==> config.mk <==
export PLATFORM = sky130hd
export DESIGN_NAME = ball_paddle_referee
export DESIGN_NICKNAME = d
export VERILOG_FILES = /design/src/rtl/pong_pkg.sv /design/src/rtl/range_overlap.sv /design/src/rtl/ball_paddle_referee.sv
export SDC_FILE = /design/constraint.sdc
export NUM_CORES = 1
export LEC_CHECK = 0
export ABC_AREA = 1
export CORE_MARGIN = 1
export CORE_UTILIZATION = 49
export DETAILED_ROUTE_END_ITERATION = 7
export PLACE_DENSITY = 0.74
export SYNTH_ARGS = -nofsm -noshare
export SYNTH_HDL_FRONTEND = slang
export SYNTH_SLANG_ARGS = --single-unit
==> constraint.sdc <==
create_clock -name vga_clk -period 7.5 [get_ports vga_clk]
set_input_delay 1.5 -clock vga_clk [delete_from_list [all_inputs] [get_ports vga_clk]]
set_output_delay 1.5 -clock vga_clk [all_outputs]
set_load 0.02 [all_outputs]
==> src/rtl/pong_pkg.sv <==
// Shared types, constants and edge/score helpers for the pong referee.
// Score encoding is selected by SCORE_BCD_EN (packed BCD when defined, binary otherwise).
package pong_pkg;

  typedef logic [9:0]  coord_t;
  typedef logic [10:0] wide_t;

  typedef enum logic [2:0] {
    SERVE,
    PLAY,
    SAMPLE,
    EVAL,
    RESOLVE,
    OVER
  } ref_state_t;

  localparam logic [7:0] SCORE_MAX_BIN = 8'hFF;
  localparam logic [7:0] SCORE_MAX_BCD = 8'h99;

  // Lower edge of a centred box, clamped at 0 rather than wrapping.
  function automatic wide_t lo_edge(input coord_t c, input coord_t s);
    return (c > s) ? ({1'b0, c} - {1'b0, s}) : '0;
  endfunction

  function automatic wide_t hi_edge(input coord_t c, input coord_t s);
    return {1'b0, c} + {1'b0, s};
  endfunction

  function automatic logic [7:0] score_inc(input logic [7:0] s);
`ifdef SCORE_BCD_EN
    if (s == SCORE_MAX_BCD) return s;
    if (s[3:0] == 4'd9) return {s[7:4] + 4'd1, 4'd0};
    return {s[7:4], s[3:0] + 4'd1};
`else
    if (s == SCORE_MAX_BIN) return s;
    return s + 8'd1;
`endif
  endfunction

endpackage

==> src/rtl/range_overlap.sv <==
// Combinational 1-D closed-interval overlap test: [lo_a,hi_a] intersects [lo_b,hi_b].
module range_overlap
  import pong_pkg::*;
(
  input  wide_t lo_a,
  input  wide_t hi_a,
  input  wide_t lo_b,
  input  wide_t hi_b,
  output logic  ov
);

  assign ov = (lo_a <= hi_b) && (hi_a >= lo_b);

endmodule

==> src/rtl/ball_paddle_referee.sv <==
// Per-frame ball/paddle referee: hit/miss strobes, score, lives and serve/game-over FSM.
// Define SCORE_BCD_EN for a two-digit packed-BCD score (saturating at 99); binary otherwise.
module ball_paddle_referee
  import pong_pkg::*;
#(
  parameter coord_t     PADDLE_W     = 10'd8,
  parameter coord_t     MISS_X       = 10'd4,
  parameter logic [3:0] START_LIVES  = 4'd3,
  parameter logic [3:0] HIT_COOLDOWN = 4'd8
) (
  input  logic       vga_clk,
  input  logic       Reset,
  input  logic       frame_start,
  input  logic [9:0] paddleX,
  input  logic [9:0] paddleY,
  input  logic [9:0] paddleS,
  input  logic [9:0] ballX,
  input  logic [9:0] ballY,
  input  logic [9:0] ballS,
  input  logic       serve_req,
  output logic       hit_pulse,
  output logic       miss_pulse,
  output logic       ball_release,
  output logic [7:0] score,
  output logic [3:0] lives,
  output logic       in_play,
  output logic       game_over
);

  ref_state_t state_reg, state_next;

  coord_t px_reg, py_reg, ps_reg, bx_reg, by_reg, bs_reg;
  logic       xov_reg, yov_reg, edge_reg;
  logic       hit_reg, miss_reg, release_reg;
  logic       serve_prev_reg;
  logic [3:0] cooldown_reg;
  logic [7:0] score_reg;
  logic [3:0] lives_reg;

  // Index 0 is the x axis, index 1 the y axis; operand a is the ball, b the paddle.
  wide_t lo_a [2];
  wide_t hi_a [2];
  wide_t lo_b [2];
  wide_t hi_b [2];
  logic [1:0] ov;

  assign lo_a[0] = lo_edge(bx_reg, bs_reg);
  assign hi_a[0] = hi_edge(bx_reg, bs_reg);
  assign lo_b[0] = {1'b0, px_reg};
  assign hi_b[0] = {1'b0, px_reg} + {1'b0, PADDLE_W};
  assign lo_a[1] = lo_edge(by_reg, bs_reg);
  assign hi_a[1] = hi_edge(by_reg, bs_reg);
  assign lo_b[1] = lo_edge(py_reg, ps_reg);
  assign hi_b[1] = hi_edge(py_reg, ps_reg);

  generate
    for (genvar gi = 0; gi < 2; gi++) begin : g_axis
      range_overlap u_ov (
        .lo_a (lo_a[gi]),
        .hi_a (hi_a[gi]),
        .lo_b (lo_b[gi]),
        .hi_b (hi_b[gi]),
        .ov   (ov[gi])
      );
    end
  endgenerate

  logic serve_rise;
  logic hit_now;
  logic miss_now;

  assign serve_rise = serve_req && !serve_prev_reg;
  // A hit always takes precedence over a miss in the same frame.
  assign hit_now    = xov_reg && yov_reg && (cooldown_reg == 4'd0);
  assign miss_now   = edge_reg && !hit_now;

  always_comb begin
    state_next = state_reg;
    case (state_reg)
      SERVE:   if (serve_req) state_next = PLAY;
      PLAY:    if (frame_start) state_next = SAMPLE;
      SAMPLE:  state_next = EVAL;
      EVAL:    state_next = RESOLVE;
      RESOLVE: begin
        if (miss_reg) state_next = (lives_reg == 4'd0) ? OVER : SERVE;
        else          state_next = PLAY;
      end
      OVER:    if (serve_rise) state_next = SERVE;
      default: state_next = SERVE;
    endcase
  end

  always_ff @(posedge vga_clk) begin
    if (Reset) state_reg <= SERVE;
    else       state_reg <= state_next;
  end

  always_ff @(posedge vga_clk) begin
    if (Reset) begin
      px_reg         <= '0;
      py_reg         <= '0;
      ps_reg         <= '0;
      bx_reg         <= '0;
      by_reg         <= '0;
      bs_reg         <= '0;
      xov_reg        <= 1'b0;
      yov_reg        <= 1'b0;
      edge_reg       <= 1'b0;
      hit_reg        <= 1'b0;
      miss_reg       <= 1'b0;
      release_reg    <= 1'b0;
      serve_prev_reg <= 1'b0;
      cooldown_reg   <= 4'd0;
      score_reg      <= 8'd0;
      lives_reg      <= START_LIVES;
    end else begin
      hit_reg        <= 1'b0;
      miss_reg       <= 1'b0;
      release_reg    <= 1'b0;
      serve_prev_reg <= serve_req;
      case (state_reg)
        SERVE: if (serve_req) release_reg <= 1'b1;
        PLAY: begin
          if (frame_start) begin
            px_reg <= paddleX;
            py_reg <= paddleY;
            ps_reg <= paddleS;
            bx_reg <= ballX;
            by_reg <= ballY;
            bs_reg <= ballS;
            if (cooldown_reg != 4'd0) cooldown_reg <= cooldown_reg - 4'd1;
          end
        end
        SAMPLE: begin
          xov_reg  <= ov[0];
          yov_reg  <= ov[1];
          edge_reg <= (lo_a[0] <= {1'b0, MISS_X});
        end
        EVAL: begin
          hit_reg  <= hit_now;
          miss_reg <= miss_now;
          if (hit_now) begin
            score_reg    <= score_inc(score_reg);
            cooldown_reg <= HIT_COOLDOWN;
          end
          if (miss_now && lives_reg != 4'd0) lives_reg <= lives_reg - 4'd1;
        end
        OVER: begin
          if (serve_rise) begin
            score_reg <= 8'd0;
            lives_reg <= START_LIVES;
          end
        end
        default: ;
      endcase
    end
  end

  assign hit_pulse    = hit_reg;
  assign miss_pulse   = miss_reg;
  assign ball_release = release_reg;
  assign score        = score_reg;
  assign lives        = lives_reg;
  assign in_play      = (state_reg == PLAY);
  assign game_over    = (state_reg == OVER);

endmodule

==> results.cfg, run 1 <==
[route]
num_vias = 6950
dr.pass1.iters = 5
routedWlPerCell_um = 14.0
drc = 0
drt-initial-drc-count = 352
vias_per_cell = 5.29
final_antenna_net_count = 0
wirelength_mm = 18.4

[pwr]
p_leak_uw = 0.00417
power.total_uw = 1900
peakVddDrop_uv = 152
powerDensity_nw_per_um2 = 223

[min_path]
holdCritPathClass = reg2reg

[synth]
synth_area_per_cell_um2 = 6.88
muxShareOfSynthArea_pct = 0
synth.most_common_cell = nand2_1
synth_top_family_by_area = simple AND/OR/NAND/NOR gates
synth-main-ff-cell = dfxtp_1
synthAdderAreaFrac_pct = 20.0
yosysWarnings = 0
synth.distinct_cells = 49
synth.top_cells.by_count = nand2_1, inv_1, nor2_1
synthTopCellsByArea = dfxtp_1, ha_1, nand2_1
synthCells = 1070
synth_edf_count = 0
yosys.area_share.simple_pct = 23.5
post-synth-top-area-cell = dfxtp_1
ys_seq_elements = 86
syn-num-nets = 1248
yosysSeqAreaShare_pct = 23.4
netlist.area_leader.share_pct = 23.4
synth_area_um2 = 7360
synth_compound_area_share_pct = 17.8
synthArstFlopShare_pct = 0
yosys.area_share.xor_xnor_pct = 5.11

[global_route]
grt.overflow.total = 0
grt_pass1_wl_mm = 31.4
track_usage_pct = 24.3
grt_max_degree = 94
antenna_found_initial = 0
grt_pass1_vias = 6596

[cts]
cts_num_sinks = 86
clk_pin_slew_ns = 0.07
cts-htree-levels = 3
cts_buffer_depth = 2
clock_latency_ns = 0.34
cts-hold-fix-buffers = 0
numCtsBuffers = 9
root_buffer = clkbuf_16
cts_tree = yes
post_cts_resize_count = 0
postCtsSetupRepairBufs = 0

[floorplanning]
core_um2 = 14600
start_util_pct = 50.5
ios = 81
die_area_um2 = 15500
die_y_um = 125
die_w_um = 125
rows = 44

[sta]
rsz0062_at_grt = no
skew_ns = 0.00707
fin_crit_ns = 3.41
hold_viol = 0
tightest_slew_ns = 0.840
slew_headroom_pct = 44.0
timing.setup.tns_ns = 0
slew_viol_final = 0
period_share_pct = 45.5
fmax_mhz = 293
setup_viol = 0

[layout]
drive_above_1_share_pct = 3.72
area_delta_synth_final_pct = 15.7
fillers = 1352
multi_input_area_um2 = 4890
finalNetCount = 1303
diodes = 0
regArea_um2 = 1720
fin_cells = 1314

[run_status]
status = finished clean

[setup_path]
cpMaxStageDelayCell = ha_1
timing.critical_path.from_type = flop
slowest_delay_ns = 0.48
path_common_cell = nand2_1
arrival_ns = 3.62
critPathCaptureType = flop
path_cells = inv_1, ha_1, nand2_1, nand2_1, a31oi_1, o31ai_1, nand2_1, nand2_1, nand2_1, or2_2, ha_1, o31ai_1, nand3_1, o2111ai_1, o21ai_0, nand2_1, a21oi_1
crit_required_ns = 7.71
crit_type = reg2reg
cp_max_fo = 11

[place]
globalplace.congestion = 0.906
portBuffers = 80
dp.cells = 1298
post-dp-hpwl_mm = 14.3

[run]
maxCapViolCount = 0
==> per-layer routing <==
metal | vias up | GRT usage, % | wire length, um
li1 | 3634 | - | -
met5 | - | 0 | 0
met1 | 3095 | 33.6 | 8920
met2 | 199 | 39.4 | 8240
met3 | 22 | 4.12 | 1020
met4 | 0 | 5.39 | 243
==> worst max-delay path: cells and delay by family (launching register included) <==
kind / cells / cell delay [ns]
flip-flops: 1 / 0.40
buffers and inverters: 1 / 0.12
AND/OR/NAND/NOR: 8 / 1.09
AO/OA/AOI/OAI: 6 / 0.98
adder cells (fa/ha/maj): 2 / 0.67
==> kinds of logic after synthesis <==
| logic type | count (synthesis) |
|---|---|
| buffers and inverters | 193 |
| and+or+nand+nor | 398 |
| DFF | 86 |
| adders and majority gates | 114 |
| xor gates and xnor gates | 43 |
| AOI/OAI and AO/OA | 236 |
==> worst paths after layout <==
path | start | to | slack (ns) | cells past startpoint
setup / recovery | bs_reg[2] | yov_reg | 4.09 | 17
setup reg to reg | bs_reg[2] | yov_reg | 4.09 | 17
hold reg to reg | cooldown_reg[0] | cooldown_reg[0] | 0.44 | 1
hold / removal | cooldown_reg[0] | cooldown_reg[0] | 0.44 | 1
==> stage by stage <==
step	utilization (%)	hold slack, ns	instance area, um2	worst slack (ns)
final	58.4	0.438	8520	4.09
after global routing	58.4	0.454	8520	3.63
after CTS	58.4	0.433	8520	4.07
after detailed placement	56.5	0.420	8240	3.88
after global placement	56.5	0.415	8240	3.89
after floorplan	-	0.403	7360	4.79
==> power by group <==
| part | internal [uW] | switching, uW |
|---|---|---|
| Combinational | 359 | 583 |
| Clock | 238 | 201 |
| Sequential | 491 | 31.0 |
| Total | 1090 | 814 |
==> layout make-up <==
cell class,count,share of cell area (%)
multi-input cells,791,57.4
clock inverters,5,0.485
clock buffers,11,2.85
inverters,155,6.83
repair buffers,82,9.57
well taps,184,2.70
flip-flops and latches,86,20.2
==> cell usage in the layout, fill, tap and decap left out, drive strengths merged, types with 3 or more instances in the layout <==
cell / Yosys / final
nor3: 23 / 23
nand2: 169 / 169
or2: 7 / 7
clkbuf: 22 / 11
clkdlybuf4s50: 0 / 80
xor2: 39 / 39
o21ai: 90 / 90
a21o: 4 / 4
nor4: 5 / 5
o2111ai: 3 / 3
xnor2: 4 / 4
o211ai: 6 / 6
clkinv: 0 / 3
nand4: 20 / 20
o21bai: 4 / 4
nand3: 45 / 45
inv: 155 / 156
o31ai: 9 / 9
fa: 6 / 6
ha: 108 / 108
a21oi: 106 / 106
dfxtp: 86 / 86
nor3b: 4 / 4
nor2: 124 / 124
a211oi: 5 / 5
Power figures use the tool's default switching activity.
==> run 2: changes to the inputs <==
==> constraint.sdc (replaced) <==
create_clock -name vga_clk -period 3.4 [get_ports vga_clk]
set_input_delay 0.68 -clock vga_clk [delete_from_list [all_inputs] [get_ports vga_clk]]
set_output_delay 0.68 -clock vga_clk [all_outputs]
set_load 0.02 [all_outputs]
==> results.cfg, run 2 (same netlist as run 1, synthesis figures left out) <==
[route]
final_antenna_net_count = 0
vias_per_cell = 5.25
drt-initial-drc-count = 445
drc = 0
num_vias = 6939
wirelength_mm = 18.8
routedWlPerCell_um = 14.2
dr.pass1.iters = 5

[sta]
slew_headroom_pct = 54.5
period_share_pct = 92.8
tightest_slew_ns = 0.677
hold_viol = 0
setup_viol = 0
skew_ns = 0.00972
fmax_mhz = 317
slew_viol_final = 0
final.setup.worst_slack_ns = 0.245
fin_crit_ns = 3.16

[setup_path]
worstReg2RegEnd = yov_reg
startpoint = ps_reg[2]
r2r_cells = 18
r2r-start = ps_reg[2]
reg2reg_slack_ns = 0.24
crit_type = reg2reg
crit_end = yov_reg
cp_max_fo = 8
timing.critical_path.from_type = flop
arrival_ns = 3.37
critPathCaptureType = flop
crit_required_ns = 3.62

[place]
post-dp-hpwl_mm = 14.7
dp_worst_setup_slack_ns = 0.234
portBuffers = 80
globalplace.congestion = 0.915
place_area_um2 = 8320

[floorplanning]
die_y_um = 125
ios = 81
core_um2 = 14600
start_util_pct = 50.5
die_area_um2 = 15500
die_w_um = 125
rows = 44

[min_path]
holdCritPathClass = reg2reg

[layout]
finalNetCount = 1311
area_delta_synth_final_pct = 17.2
final_common_cell = nand2_1
final_area_um2 = 8630
diodes = 0
drive_above_1_share_pct = 4.83
final_cell_mix = nand2_1, inv_1, nor2_1, a21oi_1, ha_1

[cts]
root_buffer = clkbuf_16
post_cts_resize_count = 0
cts-hold-fix-buffers = 0
postCtsSetupRepairBufs = 0
cts_tree = yes
numCtsBuffers = 9
clk_pin_slew_ns = 0.07
cts_num_sinks = 86
clock_latency_ns = 0.36
cts_buffer_depth = 2
cts-htree-levels = 3

[run_status]
status = finished clean

[pwr]
p_leak_uw = 0.00421
powerDensity_nw_per_um2 = 493
peakVddDrop_uv = 284

[global_route]
grt_pass1_vias = 6741
grt_max_degree = 74
grt.overflow.total = 0
antenna_found_initial = 0
grt_pass1_wl_mm = 31.8
track_usage_pct = 24.9

[run]
maxCapViolCount = 0
-- run 2: cell count changes in the layout (fill, tap and decap cells not counted), sizes merged --
cell	delta
clkinvlp	+2
clkbuf	-2
clkinv	-2
buf	+8
inv	+2
-- run 2: worst max-delay path, stage by stage (launching register included) --
cell and delay [ns]:
dfxtp_1 0.33, inv_1 0.06, ha_2 0.39, inv_1 0.12, o31ai_4 0.28, a21oi_1 0.15, o21ai_1 0.17, nand2_1 0.09
nand2_1 0.11, nand2_1 0.09, inv_2 0.13, nand3_1 0.13, ha_1 0.34, a21oi_1 0.17, nor2_1 0.05, a211oi_1 0.18
nand4_1 0.12, nand2_1 0.09, a21oi_1 0.05
-- run 2: how the worst min path moves through the flow --
stage / from / end / slack, ns / cells past startpoint
CTS: cooldown_reg[0] / cooldown_reg[0] / 0.45 / 1
global placement: cooldown_reg[0] / cooldown_reg[0] / 0.41 / 1
global route: cooldown_reg[0] / cooldown_reg[0] / 0.45 / 1
floorplan: cooldown_reg[0] / cooldown_reg[0] / 0.40 / 1
detailed placement: cooldown_reg[0] / cooldown_reg[0] / 0.43 / 1
finish: cooldown_reg[0] / cooldown_reg[0] / 0.45 / 1
-- run 2: report_power, final --
part	internal, uW	switching [uW]	leakage [uW]
Clock	514	474	0.000134
Sequential	1080	68.4	0.000703
Combinational	816	1300	0.00337
-- run 2: metrics by stage --
| stage | TNS [ns] | util (%) | total power (uW) | hold slack, ns | cells |
|---|---|---|---|---|---|
| after CTS | 0 | 59.0 | 4240 | 0.446 | 1322 |
| final | 0 | 59.2 | 4250 | 0.446 | 1322 |
| after floorplan | 0 | - | 2720 | 0.403 | 1070 |
| after detailed placement | 0 | 57.0 | 3240 | 0.431 | 1306 |
| after global routing | -0.00493 | 59.2 | 4630 | 0.450 | 1322 |
| after global placement | 0 | 57.0 | 3210 | 0.412 | 1306 |
-- run 2: cell type report --
cell class | count | area, um2
Clock inverter | 7 | 65.1
Tap cell | 184 | 230
Inverter | 155 | 582
Clock buffer | 9 | 225
Sequential cell | 86 | 1720
Fill cell | 1403 | 5960
Timing Repair Buffer | 90 | 901
Multi-Input combinational cell | 791 | 4900
-- run 2: per-layer routing --
metal	share of wire, %	global-route usage [%]	vias up
met5	0	0	-
met4	2.3	8.50	0
met3	4.9	3.82	27
met2	45	41.2	194
met1	48	32.9	3067
li1	-	-	3651
